**config.mk**
```make
export PLATFORM = sky130hd
export DESIGN_NAME = hazard_ctrl
export DESIGN_NICKNAME = d
export VERILOG_FILES = /design/src/rtl/hazard_ctrl.sv
export SDC_FILE = /design/constraint.sdc
export NUM_CORES = 1
export LEC_CHECK = 0
export BUFFER_PORTS_ARGS = -buffer_cell sky130_fd_sc_hd__buf_2
export CAP_MARGIN = 15
export CORE_MARGIN = 2
export CORE_UTILIZATION = 40
export CTS_CLUSTER_SIZE = 14
export DETAILED_ROUTE_END_ITERATION = 10
export GPL_TIMING_DRIVEN = 1
export PLACE_DENSITY_LB_ADDON = 0.1
export SETUP_SLACK_MARGIN = 0.3
export SYNTH_ARGS = -nofsm -noshare
export SYNTH_HDL_FRONTEND = slang
export SYNTH_SLANG_ARGS = --single-unit
```
**constraint.sdc**
```tcl
create_clock -name clk -period 2.65 [get_ports clk]
set_clock_uncertainty 0.1 [all_clocks]
set_input_delay 0.265 -clock clk [delete_from_list [all_inputs] [get_ports clk]]
set_output_delay 0.265 -clock clk [all_outputs]
set_load 0.02 [all_outputs]
```
**src/rtl/hazard_ctrl.sv**
```systemverilog
// Pipeline hazard/stall controller: forwarding, load-use and branch resolution, memory-wait FSM
// with a watchdog. Optional perf counters are enabled by defining HAZARD_PERF_CNT_EN.
module hazard_ctrl #(
  parameter int unsigned MEM_TIMEOUT = 255
) (
  input  logic        clk,
  input  logic        rst,
  input  logic [4:0]  Rs1D,
  input  logic [4:0]  Rs2D,
  input  logic [4:0]  RS1E,
  input  logic [4:0]  RS2E,
  input  logic [4:0]  RDE,
  input  logic [1:0]  ResultSrcE,
  input  logic        PCSrcE,
  input  logic [4:0]  RdM,
  input  logic        RegWriteM,
  input  logic        MemReqM,
  input  logic        mem_ready,
  input  logic [4:0]  RdW,
  input  logic        RegWriteW,
  output logic        StallF,
  output logic        StallD,
  output logic        StallEM,
  output logic        FlushD,
  output logic        FlushE,
  output logic        FlushW,
  output logic [1:0]  ForwardAE,
  output logic [1:0]  ForwardBE,
`ifdef HAZARD_PERF_CNT_EN
  output logic [31:0] stall_cycles,
  output logic [31:0] flush_events,
`endif
  output logic        mem_err
);

  typedef enum logic [1:0] {StRun, StMemWait, StHalt} state_e;

  localparam logic [15:0] TimeoutVal = 16'(MEM_TIMEOUT);

  state_e      state_q, state_d;
  logic [15:0] wait_cnt_q, wait_cnt_d;
  logic        mem_err_q, mem_err_d;
  logic        load_use;

  assign load_use = (ResultSrcE == 2'b01) && (RDE != 5'd0) && ((RDE == Rs1D) || (RDE == Rs2D));
  assign mem_err  = mem_err_q;

  always_comb begin
    ForwardAE = 2'b00;
    ForwardBE = 2'b00;
    if (rst) begin
      if (RegWriteM && (RdM != 5'd0) && (RdM == RS1E)) begin
        ForwardAE = 2'b10;
      end else if (RegWriteW && (RdW != 5'd0) && (RdW == RS1E)) begin
        ForwardAE = 2'b01;
      end
      if (RegWriteM && (RdM != 5'd0) && (RdM == RS2E)) begin
        ForwardBE = 2'b10;
      end else if (RegWriteW && (RdW != 5'd0) && (RdW == RS2E)) begin
        ForwardBE = 2'b01;
      end
    end
  end

  always_comb begin
    state_d    = state_q;
    wait_cnt_d = wait_cnt_q;
    mem_err_d  = mem_err_q;
    StallF     = 1'b0;
    StallD     = 1'b0;
    StallEM    = 1'b0;
    FlushD     = 1'b0;
    FlushE     = 1'b0;
    FlushW     = 1'b0;

    unique case (state_q)
      StRun, StMemWait: begin
        if ((state_q == StRun) ? (MemReqM && !mem_ready) : !mem_ready) begin
          StallF  = 1'b1;
          StallD  = 1'b1;
          StallEM = 1'b1;
          FlushW  = 1'b1;
          if (state_q == StRun) begin
            state_d    = StMemWait;
            wait_cnt_d = 16'd0;
          end else if (wait_cnt_q == TimeoutVal) begin
            state_d   = StHalt;
            mem_err_d = 1'b1;
          end else begin
            wait_cnt_d = wait_cnt_q + 16'd1;
          end
        end else begin
          state_d = StRun;
          // A taken branch squashes D, so a pending load-use stall is moot.
          if (PCSrcE) begin
            FlushD = 1'b1;
            FlushE = 1'b1;
          end else if (load_use) begin
            StallF = 1'b1;
            StallD = 1'b1;
            FlushE = 1'b1;
          end
        end
      end
      StHalt: begin
        StallF  = 1'b1;
        StallD  = 1'b1;
        StallEM = 1'b1;
        FlushW  = 1'b1;
      end
      default: state_d = StRun;
    endcase

    // Hold the pipeline empty while reset is asserted.
    if (!rst) begin
      StallF  = 1'b0;
      StallD  = 1'b0;
      StallEM = 1'b0;
      FlushD  = 1'b1;
      FlushE  = 1'b1;
      FlushW  = 1'b1;
    end
  end

  always_ff @(posedge clk or negedge rst) begin
    if (!rst) begin
      state_q    <= StRun;
      wait_cnt_q <= 16'd0;
      mem_err_q  <= 1'b0;
    end else begin
      state_q    <= state_d;
      wait_cnt_q <= wait_cnt_d;
      mem_err_q  <= mem_err_d;
    end
  end

`ifdef HAZARD_PERF_CNT_EN
  always_ff @(posedge clk or negedge rst) begin
    if (!rst) begin
      stall_cycles <= 32'd0;
      flush_events <= 32'd0;
    end else begin
      if (StallF && (stall_cycles != 32'hFFFF_FFFF)) stall_cycles <= stall_cycles + 32'd1;
      if (FlushD && (flush_events != 32'hFFFF_FFFF)) flush_events <= flush_events + 32'd1;
    end
  end
`endif

endmodule

```
Yosys cells after proc, flatten, opt, wreduce, memory -nomap -nowiden
Cells that the tools add are included.
{"block": "classes", "n_addsub": 1, "eq_ne": 12, "mux": 30, "n_bitwise": 2, "n_reduce_logical": 19}
{"operator": "two-way mux 16 bit", "count": 2}
{"operator": "equality test 5 bit", "count": 6}
{"operator": "two-way mux 1 bit", "count": 18}
{"operator": "adder 16 x 1 -> 16 bit, second input constant", "count": 1}
{"operator": "equality test 16 x 8 -> 1 bit, second input constant", "count": 1}
{"operator": "nonzero test 5 bit", "count": 3}
{"operator": "two-way mux 2 bit", "count": 7}
{"operator": "logical AND 1 bit", "count": 9}
{"operator": "equality test 2 x 1 -> 1 bit, second input constant", "count": 2}
{"operator": "!= test 4 bit, second input constant", "count": 1}
{"operator": "one-hot mux 1 bit (2 select lines)", "count": 2}
{"operator": "one-hot mux 2 bit (2 select lines)", "count": 1}
{"operator": "AND reduction 4 bit", "count": 1}
{"operator": "AND reduction 3 bit", "count": 1}
{"operator": "equality test 2 bit, second input constant", "count": 1}
{"operator": "logical NOT 2 bit", "count": 1}
{"operator": "!= test 2 bit, second input constant", "count": 1}
{"operator": "NOT 1 bit", "count": 2}
{"operator": "AND reduction 2 bit", "count": 1}
{"operator": "OR reduction 2 bit", "count": 1}
{"operator": "logical NOT 1 bit", "count": 1}
{"operator": "logical OR 1 bit", "count": 1}
{"block": "totals", "register_bits": 19, "input_bits": 44}

Logic depth before layout (Yosys ltp)
{"block": "depth", "depth_word": 8, "depth_mapped": 6}

Worst setup path before layout
OpenSTA, ideal clock, no wires.
{"block": "synth_path", "path_type": "register -> output", "startpoint": "register state_q[1]", "endpoint": "output StallF", "t_arrival_ns": 1.898, "required_time_ns": 2.285, "path_slack_ns": 0.387, "path_stages_with_launch": 6, "cell_sequence": "dfrtp_1 nor2_1 nand2_1 a21boi_0 o21bai_1 buf_4"}
{"block": "synth_via", "elab_chain_cells": 5, "elab_cells_between_ends": 8}
{"item": "start, declared", "line_no": "40", "source": "state_e state_q, state_d;"}
{"item": "start signal, assigned", "line_no": "127", "source": "state_q <= StRun;"}
{"item": "start signal, assigned", "line_no": "131", "source": "state_q <= state_d;"}
{"item": "logical NOT 2 bit"}
{"item": "two-way mux 1 bit", "line_no": "78", "source": "if ((state_q == StRun) ? (MemReqM && !mem_ready) : !mem_ready) begin"}
{"item": "two-way mux 1 bit"}
{"item": "one-hot mux 1 bit (2 select lines) *"}
{"item": "two-way mux 1 bit *"}
{"item": "end, declared", "line_no": "21", "source": "output logic StallF,"}
Every way passes the cells marked *; elsewhere a longest branch is shown, timed or not.

Final worst setup path
{"block": "layout_path", "startpoint": "input rst", "endpoint": "output StallD"}
{"block": "layout_via", "elab_chain_cells": 1}
{"item": "start, declared", "line_no": "7", "source": "input logic rst,"}
{"item": "two-way mux 1 bit", "line_no": "115", "source": "if (!rst) begin"}
{"item": "end, declared", "line_no": "22", "source": "output logic StallD,"}
No other way between the ends.

==> metrics.yaml <==
placement:
  dp_cells: 273
  gp_congestion: 0.838
  placed_area_um2: 1860
  hpwlAfterDp_mm: 3.07
  pre_cts_ws_ns: 0.480
  io_buffers: 54
cts:
  clk_latency_ns: 0.26
  numCtsBuffers: 3
  clock_sinks: 19
  cts_buffer_depth: 2
  htreeDepth: 1
  postCtsSetupBuffers: 0
  root_buffer: "clkbuf_8"
  tritoncts: "yes"
  clkTransAtPathRegs_ns: 0.08
routing:
  drc: 0
  num_vias: 1496
  wl_mm: 3.89
  final_antenna_net_count: 0
  drt_iter0_drc: 86
  wl_per_cell_um: 13.9
  vias_per_cell: 5.36
  drt-pass1-iter-count: 4
die:
  core_area_um2: 3660
  start_util_pct: 41.7
  boundaryPins: 55
  die_h_um: 65.8
  die-width_um: 65.8
  rows: 22
  fp.dieArea_um2: 4320
timing:
  max_freq_ghz: 0.453
  hold_ws_ns: 0.283
  min_period_over_period_pct: 83.2
  fin_crit_ns: 2.21
  setup_viol: 0
  tns_ns: 0
  relSlewSlack_pct: 61.6
  tightest_slew_ns: 0.572
  setup_ws_ns: 0.445
  rsz0062_at_grt: "no"
  hold_viol: 0
  drv_slew: 0
power_and_ir_drop:
  power_density_nw_per_um2: 352
  power_mw: 0.678
  p_leak_nw: 0.864
  ir_drop_uv: 299
grt:
  grt_max_degree: 15
  overflow: 0
  grt_pass1_wl_mm: 6.53
  grt_pass1_vias: 1447
  grt_use_total_pct: 19.1
  antenna_found_initial: 0
yosys:
  syn_area_um2: 1530
  ys_ff_latch: 19
  syn-num-nets: 218
  synth_seq_area_share_pct: 31.2
  synth_edf_count: 0
  synthDistinctLibCells: 40
  avgSynthCellArea_um2: 8.82
  yosysWarningCount: 0
  async_reset_ff_share_pct: 100
  postSynthCellCount: 173
  synth.largest_area_cell: "dfrtp_1"
  synth_top_cell_area_share_pct: 31.2
  synth-main-ff-cell: "dfrtp_1"
  synth.area.top_cells: "dfrtp_1, xor2_1, xnor2_1"
outcome:
  outcome: "completed"
critical_path:
  endpoint_kind: "output port"
  path_class: "primary input to output port"
  crit_required_ns: 2.29
  crit_arrival_ns: 1.84
  cp_max_fo: 13
  start_kind: "primary input"
hold_path:
  worstHoldPathType: "primary input to register"
layout:
  final_cell_count_no_fill: 279
  postLayoutCellArea_um2: 1930
  areaGrowthSynthToFinish_pct: 26.3
  utilization_pct: 52.6
  antennaDiodeCount: 0
  drive_above_1_share_pct: 34.6
  nets: 277
flow_run:
  maxCapViolCount: 0
==> path summary, 6_finish.rpt <==
path	startpoint	endpoint	slack (ns)	cells past startpoint
max	rst	StallD	0.44	6
min	mem_ready	state_q[0]$_DFFE_PN0P_	0.28	4
max reg2reg	wait_cnt_q[0]$_DFFE_PN0P_	wait_cnt_q[8]$_DFFE_PN0P_	0.48	5
min reg2reg	mem_err$_DFFE_PN0P_	mem_err$_DFFE_PN0P_	0.38	1
max in group asynchronous	rst	wait_cnt_q[11]$_DFFE_PN0P_	1.67	2
min in group asynchronous	rst	state_q[0]$_DFFE_PN0P_	0.46	2
==> flip-flops by register name, indices dropped and copies added, names as in the netlist <==
name	flops
mem_err	1
state_q	2
wait_cnt_q	16
==> placed cells by master, fill, tap and decap left out, types with 4 or more instances in the layout <==
| cell | n |
|---|---|
| nor2_1 | 5 |
| or2_2 | 6 |
| buf_2 | 54 |
| xor2_1 | 22 |
| dfrtp_1 | 19 |
| nor3_1 | 5 |
| nand3_1 | 12 |
| a21oi_1 | 12 |
| o31ai_1 | 8 |
| nand2_1 | 11 |
| xnor2_1 | 8 |
| or4_2 | 4 |
| or4_1 | 9 |
| o21ai_0 | 8 |
| inv_1 | 4 |
==> power breakdown <==
| part | switching (mW) | leakage, nW | internal [mW] |
|---|---|---|---|
| sequential | 0.0110 | 0.262 | 0.300 |
| clock | 0.103 | 0.0255 | 0.105 |
| combinational | 0.0855 | 0.577 | 0.0748 |
==> layout make-up <==
cell class,instances,area (um2)
well taps,48,60.1
inverters,4,15.0
clock buffers,3,41.3
fillers,352,1740
repair buffers,58,305
flip-flops and latches,19,475
clock inverters,1,5.00
multi-input cells,146,1020
==> cells by family after synthesis <==
logic type | count (synthesis) | synth area share [%]
AND/OR/NAND/NOR | 78 | 33.1
AO/OA/AOI/OAI | 35 | 14.0
XOR/XNOR | 30 | 17.2
flip-flops | 19 | 31.2
buffers and inverters | 8 | 2.30
multiplexers | 2 | 1.31
adder cells (fa/ha/maj) | 1 | 0.820
==> layer usage <==
layer  global-route usage, %  wire (um)  vias to the layer above
li1                        -          -                      763
met1                    25.2       1830                      696
met2                    33.6       1860                       37
met3                    3.42        198                        0
met4                    2.08          0                        0
met5                       0          0                        -
==> synthesized netlist by cell type, drive strengths merged, types with 5 or more instances <==
library cell / n
o31ai: 8
o21ai: 8
dfrtp: 19
xnor2: 8
a21oi: 12
or4: 16
or2: 6
nor2: 7
nand2: 11
xor2: 22
nand3: 12
nor3: 5
==> critical path, cell delays in order <==
cell and delay, ns:
buf_2 0.13, dlygate4sd3_1 0.60, buf_4 0.22, a21boi_0 0.27, o21bai_1 0.16, buf_2 0.19
==> timing repair <==
item / in CTS / in global routing
resized for setup: 0 / 1
setup endpoints to repair: 0 / 2
hold buffers: 2 / 0
hold endpoints to repair: 10 / 0
Note: power is estimated with default switching activity, not from simulation.
